--- config.mk ---
export PLATFORM = sky130hd
export DESIGN_NAME = rs_symbol_packer
export DESIGN_NICKNAME = d
export VERILOG_FILES = /design/src/rtl/rs_symbol_packer.sv
export SDC_FILE = /design/constraint.sdc
export NUM_CORES = 1
export LEC_CHECK = 0
export ABC_CLOCK_PERIOD_IN_PS = 2650
export CAP_MARGIN = 20
export CORE_MARGIN = 2
export CORE_UTILIZATION = 40
export CTS_CLUSTER_SIZE = 28
export DETAILED_ROUTE_END_ITERATION = 8
export HOLD_SLACK_MARGIN = 0.06
export SYNTH_ARGS = -nofsm -noshare
export SYNTH_HDL_FRONTEND = slang
export SYNTH_SLANG_ARGS = --single-unit
--- constraint.sdc ---
create_clock -name clk -period 2.65 [get_ports clk]
set_input_delay 0.53 -clock clk [delete_from_list [all_inputs] [get_ports clk]]
set_output_delay 0.53 -clock clk [all_outputs]
set_load 0.02 [all_outputs]
--- src/rtl/rs_symbol_packer.sv ---
// rs_symbol_packer: packs received RS symbols into 128-bit, 16-symbol beats, zero-padding short codewords to 16 beats.
// Optional RS_PACK_LEN_CHECK_EN builds err_len, flagging codewords that reach 256 symbols without sym_last.
module rs_symbol_packer (
    input  logic         clk,
    input  logic         rst_n,
    input  logic [7:0]   sym_in,
    input  logic         sym_valid,
    input  logic         sym_last,
    output logic         sym_ready,
    output logic [127:0] data_out,
    output logic         valid_out,
    output logic [3:0]   beat_idx,
    output logic         cw_last,
    output logic         err_len
);
    localparam logic [0:0] FILL = 1'b0;
    localparam logic [0:0] PAD  = 1'b1;

    logic [0:0]   state;
    logic [3:0]   lane;
    logic [3:0]   beat;
    logic [127:0] asm;
    logic [127:0] merged;
    logic         accept;
    logic         emit;

    assign sym_ready = state == FILL;
    assign accept    = sym_valid && sym_ready;
    assign emit      = accept && (lane == 4'd15 || sym_last);

    always_comb begin
        merged = asm;
        merged[{lane, 3'b000} +: 8] = sym_in;
    end

    always_ff @(posedge clk or negedge rst_n) begin
        if (!rst_n) begin
            state     <= FILL;
            lane      <= 4'd0;
            beat      <= 4'd0;
            asm       <= '0;
            data_out  <= '0;
            valid_out <= 1'b0;
            beat_idx  <= 4'd0;
            cw_last   <= 1'b0;
        end else begin
            valid_out <= 1'b0;
            cw_last   <= 1'b0;
            if (state == FILL) begin
                if (emit) begin
                    data_out  <= merged;
                    valid_out <= 1'b1;
                    beat_idx  <= beat;
                    cw_last   <= beat == 4'd15;
                    beat      <= beat + 4'd1;
                    lane      <= 4'd0;
                    asm       <= '0;
                    if (sym_last && beat != 4'd15)
                        state <= PAD;
                end else if (accept) begin
                    asm  <= merged;
                    lane <= lane + 4'd1;
                end
            // hold PAD one extra cycle so sym_ready rises only after beat 15 is shown
            end else if (cw_last) begin
                state <= FILL;
            end else begin
                data_out  <= '0;
                valid_out <= 1'b1;
                beat_idx  <= beat;
                cw_last   <= beat == 4'd15;
                beat      <= beat + 4'd1;
            end
        end
    end

`ifdef RS_PACK_LEN_CHECK_EN
    always_ff @(posedge clk or negedge rst_n) begin
        if (!rst_n)
            err_len <= 1'b0;
        else
            err_len <= accept && lane == 4'd15 && beat == 4'd15 && !sym_last;
    end
`else
    assign err_len = 1'b0;
`endif

endmodule
# == Word-level counts from Yosys, hierarchy flattened ==
# Index checks and enable logic that the tools add are counted.
# op_classes
n_addsub,3
reduce_logical,8
n_shift,2
bitwise,1
mux,23
n_eq_ne,4
# ops
cell,n
$mux W128,5
$bwmux W128,1
$shift A8 B9 Y128 const A,1
$shiftx A8 B9 Y128,1
$mux W4,8
$mux W1,9
$neg A7 Y9,1
$add A4 B1 Y4 const B,2
$eq A4 B4 Y1 const B,2
$ne A4 B4 Y1 const B,1
$reduce_and A2 Y1,2
$reduce_bool A2 Y1,2
$logic_and A1 B1 Y1,3
$ne A2 B2 Y1 const B,1
$logic_or A1 B1 Y1,1
$not A1 Y1,1
# word_totals
output_inout_bits,136
elab_cells,49
reg_bits,271
input_bits,12

# == Depth between registers and ports, before layout ==
# logic_depth
depth_word,5
depth_mapped,11
mapped_depth_nobuf,6

# == Least setup slack after synthesis ==
# Ideal clock, no wire load.
# synth_timing
kind,flip-flop to flip-flop
from,register lane[0]
to,register asm[100]
stages_incl_launch_ff,11
path_slack_ns,-0.048
period_less_slack_ns,2.698
setup_time_ns,0.121
path_buffers,4
arrival_ns,2.577
t_required_ns,2.529
path_cell_list,dfrtp_1 > buf_2 > clkbuf_1 > inv_1 > ha_1 > buf_2 > or3b_1 > a2111o_1 > buf_6 > a21o_4 > a22o_1
# synth_between
elab_chain_len,5
word_cells_on_any_way,11
cone_classes,1 x add/sub; 1 x eq/ne; 2 x shift; 3 x mux; 4 x reduce/logical
# synth_lines
element,line,text
from (decl),20,logic [3:0] lane;
from (signal assigned),62,lane <= lane + 4'd1;
$neg A7 Y9 / $eq A4 B4 Y1 (equally long branches),"33, 29",
"$shiftx A8 B9 Y128, or another cell as far along",33,"merged[{lane, 3'b000} +: 8] = sym_in;"
$bwmux W128 / $logic_and A1 B1 Y1 (equally long branches),"33, 29",
$mux W128 / $reduce_bool A2 Y1 (equally long branches),n/a,
$mux W128 / $reduce_and A2 Y1 (equally long branches),n/a,
to (signal assigned),61,asm <= merged;
to (decl),22,logic [127:0] asm;
# Several ways; a longest one is shown, not always the timed one. The select of a mux whose other input is x is not followed.
# A chain may end at the register's enable or synchronous reset.

# == Worst setup path after layout ==
# layout_timing
from,register lane[1]
to,register asm[67]
# The elaborated chain is that of the path after synthesis.

==> out/qor.txt <==
status - finished, final reports clean
Num Clock Sinks - 271
Core Rows - 63
Worst setup EP type - register
Yosys cell types - 56
crit path max fanout - 10
Slowest-stage cell, CP - nor2_1
setup violators final - 0
die extent in y - 177 µm
Vias/cell - 5.73
sequential area share after synthesis - 56.4%
mapped cell area - 12,000 µm²
Max H-tree Level - 1
worst setup path class - reg -> reg
crit-path max cell delay - 420 ps
Vias - 9,481
Synth top area share - 56.4%
Mapped Cells - 1,085
Fmax - 419 MHz
Final min period - 2390 ps
Pwr Density - 822 nW/µm²
clk_skew - 22.1 ps
TritonCTS clock tree - done
top cells by area, synth - dfrtp_1 56%, a22o_1 6.4%, mux2i_1 5.3%
final net count - 1,258
critical path, cell by cell - inv_1 > ha_1 > buf_4 > nor4bb_1 > o21ai_0 > buf_4 > nor2_1 > a22o_1
IO Pins - 148
DRC errors left - 0
flops & latches, synth - 271
syn nets - 1,102
final hold violations - 0
Setup TNS Final - 0 ps
Clock Path Buffers - 3
Core Area - 29,600 µm²
Initial Utilization - 40.5%
Core Util, Final - 51.6%
layout cells sized above 1 - 12.0%
area grow syn2layout - 27.3%
final antenna-violating net count - 0
area leader, netlist - dfrtp_1
Post-synth top cells - 271 x dfrtp_1, 91 x nand2_1, 88 x a22o_1
Yosys warnings - 0
post-DP HPWL - 23,200 µm
Root Buffer - clkbuf_16
CP Data Required Time - 3140 ps
Worst Tran Pin Value - 800 ps
DR WL/cell - 21.2 µm
1st-pass router iterations - 5
max-cap violation count - 0
EDFF count, synth - 0
Crit path top cell by count - buf_4
Max VDD drop - 0.475 mV
overall routing resource usage - 22.6%
fin. max-slew vios - 0
Slew headroom - 46.4%
drt initial violations - 771
fin crit share - 90.0%
postcts setup bufs - 0
count leader, synth - dfrtp_1
Inserted Clock Buffers - 29
final wirelength - 35,000 µm
Die X - 177 µm
clk slew on worst S/H paths - 70 ps
RSZ-0062 raised after global routing - false
PortBufs - 146
die area - 31,400 µm²
antenna violations before repair - 1
first-pass GRT wire length - 55,600 µm
Top FF cell, synth - dfrtp_1
CP arrival - 2870 ps
fraction of registers with async set/reset - 100%
Setup crit start kind - register
vias in the first global route - 9,430
Worst Hold Class - reg -> reg
routability congestion estimate - 0.827
P_leak - 0.00683 µW
largest net degree at the start of global routing - 75
syn_area_per_cell - 11.1 µm²
GRT overflow - 0
Worst-Skew Late Latency - 560 ps
[where the power goes]
group / internal (µW) / total [µW] / switching, µW
Sequential: 4560 / 4870 / 317
Clock: 2650 / 4420 / 1770
Combinational: 1210 / 3290 / 2080
Total: 8410 / 12600 / 4170
[per-stage QoR]
| stage | power (µW) | cells | hold WS (ps) | setup slack [ps] | cell area [µm²] |
|---|---|---|---|---|---|
| finish | 12600 | 1655 | 464 | 264 | 15300 |
| global route | 13200 | 1654 | 497 | 14.3 | 15300 |
| CTS | 12600 | 1653 | 470 | 209 | 15300 |
| detailed placement | 8210 | 1598 | 456 | 118 | 14200 |
| global placement | 8180 | 1598 | 455 | 168 | 14200 |
| floorplan | 6950 | 1085 | 234 | 54.0 | 12000 |
[kinds of logic after synthesis]
logic type | Yosys count | synth area share, %
compound gates | 309 | 20.1
mux | 64 | 5.33
flops | 271 | 56.4
simple gates | 288 | 12.2
other cells | 1 | 0.0312
xor+xnor | 6 | 0.437
buf+inv | 141 | 4.91
fa+ha+maj | 5 | 0.521
[placed cells by master, fill, tap and decap left out, types with 8 or more instances in the layout]
cell type,count
nand4_1,15
nand3_1,80
buf_4,75
and2_1,44
mux2i_1,64
a32o_1,24
a22o_1,88
inv_1,37
dfrtp_1,271
a221o_1,40
clkbuf_16,29
o211ai_1,8
o221ai_1,32
nand2_1,90
nor2_1,20
clkdlybuf4s50_1,145
o21ai_0,72
a21oi_1,15
[final timing paths]
| kind | startpoint | to | slack (ps) | cells after the start |
|---|---|---|---|---|
| worst min register to register | beat_idx[1] | beat_idx[1] | 460 | 2 |
| worst min-delay path | beat_idx[1] | beat_idx[1] | 460 | 2 |
| max in group asynchronous | rst_n | data_out[100] | 1350 | 3 |
| min in group asynchronous | rst_n | data_out[95] | 490 | 2 |
| worst max register to register | lane[1] | asm[67] | 260 | 8 |
| worst max-delay path | lane[1] | asm[67] | 260 | 8 |
[routing by layer]
| metal | vias to the layer above | GRT usage, % | wire [µm] |
|---|---|---|---|
| met3 | 56 | 3.19 | 2110 |
| met5 | - | 0 | 0 |
| li1 | 4336 | - | - |
| met4 | 0 | 5.77 | 720 |
| met2 | 329 | 35.3 | 16100 |
| met1 | 4760 | 33.3 | 16100 |
[critical path, delay by kind of cell (launching register included)]
kind / cells / cell delay, ps
AO/OA/AOI/OAI: 2 / 400
adder cells (fa/ha/maj): 1 / 210
buffers and inverters: 3 / 510
flip-flops: 1 / 380
AND/OR/NAND/NOR: 2 / 810
[layout make-up]
class                   instances  area, µm²
fillers                      2678      14300
flip-flops and latches        271       6780
multi-input cells             673       4670
repair buffers                228       2160
clock buffers                  36        802
well taps                     390        488
clock inverters                18        249
inverters                      38        143
diodes                          1       2.50
[registers in the layout, indices dropped and copies added (netlist names)]
register,flops
data_out,128
beat_idx,4
lane,4
cw_last,1
asm,128
beat,4
state,1
valid_out,1
[repair_timing]
| item | in CTS | in global routing |
|---|---|---|
| endpoints found under the setup margin | 0 | 1 |
| resized for setup | 0 | 1 |
| hold buffers | 1 | 0 |
| hold endpoints to repair | 53 | 0 |
Note: power is estimated with default switching activity, not from simulation.
